## src/rtl/iot_stream_filter_p.sv

```systemverilog
// Parametrised IoT stream filter: assembles NB-word records (MS word first), groups them NR
// at a time and reports MAX / MIN / AVG / EXTRACT / EXCLUDE / PEAK_MAX / PEAK_MIN results.
module iot_stream_filter_p #(
    parameter int unsigned     W      = 8,
    parameter int unsigned     NB     = 16,
    parameter int unsigned     NR     = 8,
    parameter logic [W*NB-1:0] EXT_LO = {4'h6, {(W*NB-4){1'b1}}},
    parameter logic [W*NB-1:0] EXT_HI = {4'hA, {(W*NB-4){1'b1}}},
    parameter logic [W*NB-1:0] EXC_LO = {4'h7, {(W*NB-4){1'b1}}},
    parameter logic [W*NB-1:0] EXC_HI = {4'hB, {(W*NB-4){1'b1}}}
) (
    input  logic            clk,
    input  logic            rst,
    input  logic            in_en,
    input  logic [W-1:0]    iot_in,
    input  logic [2:0]      fn_sel,
    output logic            busy,
    output logic            valid,
    output logic [W*NB-1:0] iot_out
);

    localparam int unsigned RW  = W * NB;
    localparam int unsigned LG  = $clog2(NR);
    localparam int unsigned WCW = (NB > 1) ? $clog2(NB) : 1;
    localparam int unsigned SW  = RW + LG;

    localparam logic [2:0] FnMax     = 3'd1;
    localparam logic [2:0] FnMin     = 3'd2;
    localparam logic [2:0] FnAvg     = 3'd3;
    localparam logic [2:0] FnExtract = 3'd4;
    localparam logic [2:0] FnExclude = 3'd5;
    localparam logic [2:0] FnPeakMax = 3'd6;
    localparam logic [2:0] FnPeakMin = 3'd7;

    typedef enum logic [1:0] {StIdle, StRecv, StFlush} state_e;

    state_e state_q, state_d;

    logic [WCW-1:0] wcnt_q;
    logic [LG-1:0]  rcnt_q;
    logic [2:0]     fn_q;
    logic [RW-1:0]  shift_q;
    logic [RW-1:0]  ext_q;
    logic [SW-1:0]  sum_q;
    logic [RW-1:0]  peak_q;
    logic           peak_valid_q;
    logic           flush_pend_q;
    logic           res_valid_q;
    logic [RW-1:0]  res_q;

    logic           accept;
    logic           grp_start;
    logic           rec_done;
    logic           grp_first;
    logic           grp_last;
    logic           use_min;
    logic           is_group_fn;
    logic           is_peak_fn;
    logic           rec_pass;
    logic           ext_take;
    logic           peak_take;
    logic [RW-1:0]  rec_full;
    logic [RW-1:0]  ext_nxt;
    logic [RW-1:0]  grp_res;
    logic [SW-1:0]  sum_nxt;

    // FSM state register
    always_ff @(posedge clk) begin
        if (rst) begin
            state_q <= StIdle;
        end else begin
            state_q <= state_d;
        end
    end

    // FSM next state; FLUSH follows one cycle after the group's last record is absorbed
    always_comb begin
        state_d = state_q;
        unique case (state_q)
            StIdle:  if (in_en) state_d = StRecv;
            StRecv:  if (flush_pend_q) state_d = StFlush;
            StFlush: state_d = in_en ? StRecv : StIdle;
            default: state_d = StIdle;
        endcase
    end

    // FSM outputs: words are refused only while flushing
    always_comb begin
        busy   = (state_q == StFlush);
        accept = in_en && !busy;
    end

    // Record assembly and per-record decisions
    always_comb begin
        rec_full    = {shift_q[RW-W-1:0], iot_in};
        rec_done    = accept && (wcnt_q == WCW'(NB - 1));
        grp_start   = accept && (wcnt_q == '0) && (rcnt_q == '0);
        grp_first   = (rcnt_q == '0);
        grp_last    = (rcnt_q == LG'(NR - 1));
        use_min     = (fn_q == FnMin) || (fn_q == FnPeakMin);
        is_peak_fn  = (fn_q == FnPeakMax) || (fn_q == FnPeakMin);
        is_group_fn = (fn_q == FnMax) || (fn_q == FnMin) || (fn_q == FnAvg) || is_peak_fn;
        // Strict compare so ties keep the earlier record
        ext_take    = grp_first || (use_min ? (rec_full < ext_q) : (rec_full > ext_q));
        ext_nxt     = ext_take ? rec_full : ext_q;
        sum_nxt     = grp_first ? SW'(rec_full) : sum_q + SW'(rec_full);
        peak_take   = !peak_valid_q || (use_min ? (ext_nxt < peak_q) : (ext_nxt > peak_q));
        grp_res     = (fn_q == FnAvg) ? sum_nxt[SW-1:LG] : ext_nxt;
        rec_pass    = 1'b0;
        if (fn_q == FnExtract) begin
            rec_pass = (rec_full > EXT_LO) && (rec_full < EXT_HI);
        end else if (fn_q == FnExclude) begin
            rec_pass = (rec_full < EXC_LO) || (rec_full > EXC_HI);
        end
    end

    // Word/record counters, shift register and per-group function latch
    always_ff @(posedge clk) begin
        if (rst) begin
            wcnt_q  <= '0;
            rcnt_q  <= '0;
            fn_q    <= '0;
            shift_q <= '0;
        end else if (!in_en) begin
            // A gap mid-record abandons the partial record; stale bytes shift out later
            wcnt_q <= '0;
        end else if (accept) begin
            shift_q <= rec_full;
            wcnt_q  <= rec_done ? '0 : wcnt_q + 1'b1;
            if (grp_start) fn_q <= fn_sel;
            if (rec_done) rcnt_q <= grp_last ? '0 : rcnt_q + 1'b1;
        end
    end

    // Group accumulation, peak tracking and the result held for the FLUSH slot
    always_ff @(posedge clk) begin
        if (rst) begin
            ext_q        <= '0;
            sum_q        <= '0;
            peak_q       <= '0;
            peak_valid_q <= 1'b0;
            flush_pend_q <= 1'b0;
            res_valid_q  <= 1'b0;
            res_q        <= '0;
        end else begin
            flush_pend_q <= 1'b0;
            if (grp_start && (fn_sel != fn_q)) peak_valid_q <= 1'b0;
            if (rec_done) begin
                ext_q <= ext_nxt;
                sum_q <= sum_nxt;
                if (grp_last && is_group_fn) begin
                    flush_pend_q <= 1'b1;
                    res_q        <= grp_res;
                    res_valid_q  <= 1'b1;
                    if (is_peak_fn) begin
                        res_valid_q <= peak_take;
                        if (peak_take) begin
                            peak_q       <= ext_nxt;
                            peak_valid_q <= 1'b1;
                        end
                    end
                end
            end
        end
    end

    // Output register: iot_out moves only together with a valid pulse
    always_ff @(posedge clk) begin
        if (rst) begin
            valid   <= 1'b0;
            iot_out <= '0;
        end else if (flush_pend_q) begin
            valid <= res_valid_q;
            if (res_valid_q) iot_out <= res_q;
        end else if (rec_done && rec_pass) begin
            valid   <= 1'b1;
            iot_out <= rec_full;
        end else begin
            valid <= 1'b0;
        end
    end

endmodule
```

## config.mk

```make
export PLATFORM = sky130hd
export DESIGN_NAME = iot_stream_filter_p
export DESIGN_NICKNAME = d
export VERILOG_FILES = /design/src/rtl/iot_stream_filter_p.sv
export SDC_FILE = /design/constraint.sdc
export NUM_CORES = 2
export LEC_CHECK = 0
export BUFFER_PORTS_ARGS = -buffer_cell sky130_fd_sc_hd__buf_2
export CAP_MARGIN = 20
export CORE_ASPECT_RATIO = 0.75
export CORE_MARGIN = 4
export CORE_UTILIZATION = 30
export CTS_CLUSTER_DIAMETER = 50
export CTS_CLUSTER_SIZE = 16
export DETAILED_ROUTE_END_ITERATION = 8
export PLACE_DENSITY = 0.55
export SLEW_MARGIN = 20
export SYNTH_ARGS = -nofsm -noshare
export SYNTH_HDL_FRONTEND = slang
export SYNTH_SLANG_ARGS = --single-unit
```

## constraint.sdc

```tcl
create_clock -name clk -period 7.6 [get_ports clk]
set_input_delay 0.76 -clock clk [delete_from_list [all_inputs] [get_ports clk]]
set_output_delay 0.76 -clock clk [all_outputs]
set_load 0.1 [all_outputs]
```

# Yosys cells after proc, flatten, opt, wreduce, memory -nomap -nowiden
# Index checks and enable logic that the tools add are counted.
dict set report totals {
  reg_bits 779
  input_bits 14
  out_inout_bits 130
  elab_cells 98
}
dict set report classes {
  add_sub_neg 3
  order_cmp 8
  eq_ne 15
  muxes 25
  bitwise 2
  n_reduce_logical 31
}
# cell n
set op_table {}
lappend op_table {{$mux 128} 5}
lappend op_table {{$gt 128x128->1} 2}
lappend op_table {{$lt 128x128->1} 2}
lappend op_table {{$add 131x128->131} 1}
lappend op_table {{$mux 131} 1}
lappend op_table {{$gt 128x127->1 const B} 1}
lappend op_table {{$gt 128x128->1 const B} 1}
lappend op_table {{$lt 128x127->1 const B} 1}
lappend op_table {{$lt 128x128->1 const B} 1}
lappend op_table {{$eq 3x3->1 const B} 5}
lappend op_table {{$mux 1} 14}
lappend op_table {{$logic_and 1x1->1} 8}
lappend op_table {{$logic_or 1x1->1} 8}
lappend op_table {{$reduce_and 2->1} 4}
lappend op_table {{$eq 3x2->1 const B} 2}
lappend op_table {{$pmux 2 s3} 1}
lappend op_table {{$reduce_and 3->1} 2}
lappend op_table {{$add 4x1->4 const B} 1}
lappend op_table {{$eq 4x4->1 const B} 1}
lappend op_table {{$logic_not 4->1} 1}
lappend op_table {{$mux 2} 2}
lappend op_table {{$mux 4} 1}
lappend op_table {{$ne 2x2->1 const B} 2}
lappend op_table {{$reduce_and 4->1} 1}
lappend op_table {{13 further kinds} 16}

# Logic depth before layout (Yosys ltp)
dict set report depth {
  depth_word 12
  ltp_mapped 29
  depth_no_buf 24
}

# Worst setup path after synthesis
# No wires, ideal clock.
dict set report synth_path {
  kind {input -> register}
  from {input iot_in[1]}
  to {register peak_q[108]}
  setup_ns 0.134
  arrival_ns 6.369
  t_required_ns 7.466
  slack_ns 1.097
  path_stages 28
  path_buffers 5
  path_cell_list {ha_1 > nor2b_1 > o211ai_1 > a21boi_0 > o31a_1 > a211o_1 > a22oi_1 > mux2_2 > buf_4 > or2_1 > buf_4 > buf_2 > a21oi_1 > inv_1 > ha_1 > nand4_1 > nor3_1 > nand3_1 > or4_1 > or4_1 > nor4_2 > a21boi_1 > o41ai_1 > a31o_2 > nand2_1 > buf_2 > buf_2 > a211oi_1}
}
dict set report synth_between {
  elab_chain_cells 8
  elab_cells_between_ends 10
  cone_classes {order compare (4); mux (3); reduce/logical (3)}
}
# element line_no
set synth_rtl {}
lappend synth_rtl {{start, declared} 15} ;# input logic [W-1:0] iot_in,
lappend synth_rtl {{$gt 128x128->1 or $lt 128x128->1 (tied branches)} 104} ;# ext_take = grp_first || (use_min ? (rec_full < ext_q) : (rec_full > ext_q));
lappend synth_rtl {{$mux 1 (*)} 104}
lappend synth_rtl {{$logic_or 1x1->1 (*)} 104}
lappend synth_rtl {{$mux 128 (*)} 105} ;# ext_nxt = ext_take ? rec_full : ext_q;
lappend synth_rtl {{via ext_nxt[118]} 63} ;# logic [RW-1:0] ext_nxt;
lappend synth_rtl {{$gt 128x128->1 or $lt 128x128->1 (tied branches)} 107} ;# peak_take = !peak_valid_q || (use_min ? (ext_nxt < peak_q) : (ext_nxt > peak_q));
lappend synth_rtl {{$mux 1 (*)} 107}
lappend synth_rtl {{$logic_or 1x1->1 (*)} 107}
lappend synth_rtl {{$reduce_and 4->1 (no line) (*)} n/a}
lappend synth_rtl {{end signal, assigned} 158} ;# peak_q <= ext_nxt;
lappend synth_rtl {{end, declared} 45} ;# logic [RW-1:0] peak_q;
# Mark *: on every way through the listed nets, which the timed path passes. The rest lies on a longest branch.
# A chain may end at the register's enable or synchronous reset.

# Worst setup path after layout
dict set report layout_path {
  from {register ext_q[25]}
  to {register peak_q[84]}
}
dict set report layout_between {
  elab_chain_cells 8
  elab_cells_between_ends 10
  cone_classes {order compare (4); mux (3); reduce/logical (3)}
}
# element line_no
set layout_rtl {}
lappend layout_rtl {{start, declared} 43} ;# logic [RW-1:0] ext_q;
lappend layout_rtl {{start signal, assigned} 149} ;# ext_q <= ext_nxt;
lappend layout_rtl {{$gt 128x128->1 or $lt 128x128->1 (tied branches)} 104}
lappend layout_rtl {{$mux 1 (*)} 104}
lappend layout_rtl {{$logic_or 1x1->1 (*)} 104}
lappend layout_rtl {{$mux 128 (*)} 105}
lappend layout_rtl {{via ext_nxt[83]} 63}
lappend layout_rtl {{$gt 128x128->1 or $lt 128x128->1 (tied branches)} 107}
lappend layout_rtl {{$mux 1 (*)} 107}
lappend layout_rtl {{$logic_or 1x1->1 (*)} 107}
lappend layout_rtl {{$reduce_and 4->1 (no line) (*)} n/a}
# Marks and branches as above.

==> flow_summary.toml <==
[run_status]
outcome = "completed"

[sta]
slew_viol_final = 0
max_freq_mhz = 136.1
finalCritPeriodShare_pct = 96.64
hold_viol = 0
max_slew_margin_pct = 15.84
timing.hold.ws_ns = 0.3133
worst_pin_slew_ns = 1.251
grt_setup_unrepaired = "no"
fin_worst_skew_ns = 0.04021
finalCriticalPeriod_ns = 7.345
fin_ws_ns = 0.2551
setup_viol = 0
setup_tns_ns = 0

[route]
wl_um = 206100
wl_per_cell_um = 23.67
vias_per_cell = 5.698
ant_nets = 0
first_iter_violations = 5665
num_vias = 49620
drc = 0
first_pass_iters = 8

[setup_path]
slowest_delay_ns = 0.39
endpoint_kind = "flop"
slowest_stage = "a221o_1"
arrival_ns = 7.98
cp_common_cell = "buf_4"
worst-setup-path-type = "reg -> reg"
path_max_fanout = 64
start_kind = "flop"
worstPathRequired_ns = 8.24

[grt]
grt_max_degree = 193
antenna_found_initial = 6
grt_pass1_wl_um = 305300
first_global_vias = 45410
track_usage_pct = 23.61
gr-total-overflow = 0

[synthesis]
syn_nets = 6713
yosysSeqAreaShare_pct = 32.26
yosys-top-cells-area = "dfxtp_1 (32%), ha_1 (10%), a211oi_1 (7.4%), a21oi_1 (6.1%), nand2_1 (5.0%)"
async_flop_share_pct = 0
synth_warnings = 0
ys_seq_elements = 779
syn_inst = 6309
synth.distinct_cells = 87
synth_top_area_share_pct = 32.26
yosysTopAreaCell = "dfxtp_1"
synth.cell_area_um2 = 48350
synth-main-ff-cell = "dfxtp_1"
synth_enable_flop_cells = 0
synth_area_per_cell_um2 = 7.663

[place]
io_buffers = 143
dpl.hpwl_um = 149800
preCtsSetupSlack_ns = 0.1423
routabilityCongestion = 0.9977

[job]
cap_violations = 0

[cts]
htree_levels = 3
clock_latency_ns = 0.75
postCtsSetupBuffers = 0
root_buffer = "clkbuf_16"
cts_buffers = 97
cts_max_path_buffers = 3
cts_tree = "done"
clock_sinks = 779
clkTransAtPathRegs_ns = 0.08

[layout]
drive_gt1_share_pct = 12.19
seqCellArea_um2 = 15600
n_fill_cell = 16670
utilization_pct = 35.52
final_cell_mix = "dfxtp_1 (778), nand2_1 (638), nor2_1 (606)"
area_delta_synth_final_pct = 17.55
multi_input_area_um2 = 29880
layout_commonest_cell = "dfxtp_1"
num-nets-final = 6900

[pwr]
power-per-cell-area_nw_per_um2 = 169.0
p_leak_uw = 0.02147
finalPower_uw = 9605
peakVddDrop_mv = 0.1621

[floorplan]
num_io_pins = 144
initial_utilization_pct = 30.22
coreArea_um2 = 160000
fp.dieH_um = 355.7
rows = 127
dieArea_um2 = 167700
die_w_um = 471.6

[worst_hold_path]
hp-class = "in -> reg"
Yosys cell counts, types with 159 or more instances:
master	n
mux2i_1	186
nand4_1	159
nor3_1	218
nand2_1	642
a211oi_1	479
clkbuf_1	388
ha_1	389
dfxtp_1	779
o21ai_0	465
a21oi_1	590
inv_1	334
nor2_1	610
worst max-delay path: cells and delay by family, from the launching register on:
kind	cells	cell delay (ns)
mux	1	0.34
flops	1	0.31
buf+inv	10	1.69
simple gates	5	0.93
compound gates	13	3.17
fa+ha+maj	2	0.58
stage by stage:
stage          area (um2)  instances
6_report            56830       8708
5_1_grt             56830       8706
4_1_cts             56730       8705
3_5_place_dp        53300       8524
3_3_place_gp        53290       8524
2_1_floorplan       48350       6309
flip-flops by register name (all words and copies together), names as in the netlist, 2 cells and up:
| register | count |
|---|---|
| shift_q | 120 |
| ext_q | 128 |
| peak_q | 128 |
| iot_out | 128 |
| fn_q | 3 |
| state_q | 2 |
| sum_q | 131 |
| wcnt_q | 4 |
| rcnt_q | 3 |
| res_q | 128 |
worst paths after layout:
check,from,endpoint,slack (ns),cells after the start
setup reg to reg,ext_q[25],peak_q[84],0.26,31
setup / recovery,ext_q[25],peak_q[84],0.26,31
hold reg to reg,res_q[75],res_q[75],0.45,2
hold / removal,fn_sel[2],fn_q[2],0.31,3
power breakdown:
| group | switching (uW) | leakage [uW] | total [uW] | internal, uW |
|---|---|---|---|---|
| Sequential | 6.47 | 0.00627 | 4090 | 4090 |
| Combinational | 363 | 0.0135 | 506 | 143 |
| Clock | 2240 | 0.00166 | 5010 | 2760 |
routing by layer:
metal / wire (um) / vias up / global-route usage (%)
met5: 0 / - / 0
met4: 4051 / 0 / 4.638
met3: 19690 / 232 / 4.622
met2: 80490 / 2185 / 32.40
met1: 101900 / 23970 / 37.34
li1: - / 23220 / -
layout make-up:
class / instances / area share [%]
multi-input combinational: 4739 / 52.57
tap: 2128 / 4.685
clock inverter: 72 / 1.495
sequential: 779 / 27.45
clock buffer: 109 / 4.548
antenna: 2 / 0.008806
inverter: 334 / 2.210
timing repair buffer: 545 / 7.040
what timing repair did:
| action | CTS | global route |
|---|---|---|
| endpoints found under the setup margin | 0 | 127 |
| gates resized for setup | 0 | 13 |
| hold buffers | 0 | 0 |
logic make-up after synthesis:
kind of cell             share of synthesized area (%)
AO/OA/AOI/OAI                                    27.35
XOR/XNOR                                         1.993
adder cells (fa/ha/maj)                          10.11
buffers and inverters                            6.384
flip-flops                                       32.26
multiplexers                                     4.270
AND/OR/NAND/NOR                                  17.64
No activity file was read; power rests on OpenSTA's default activity.
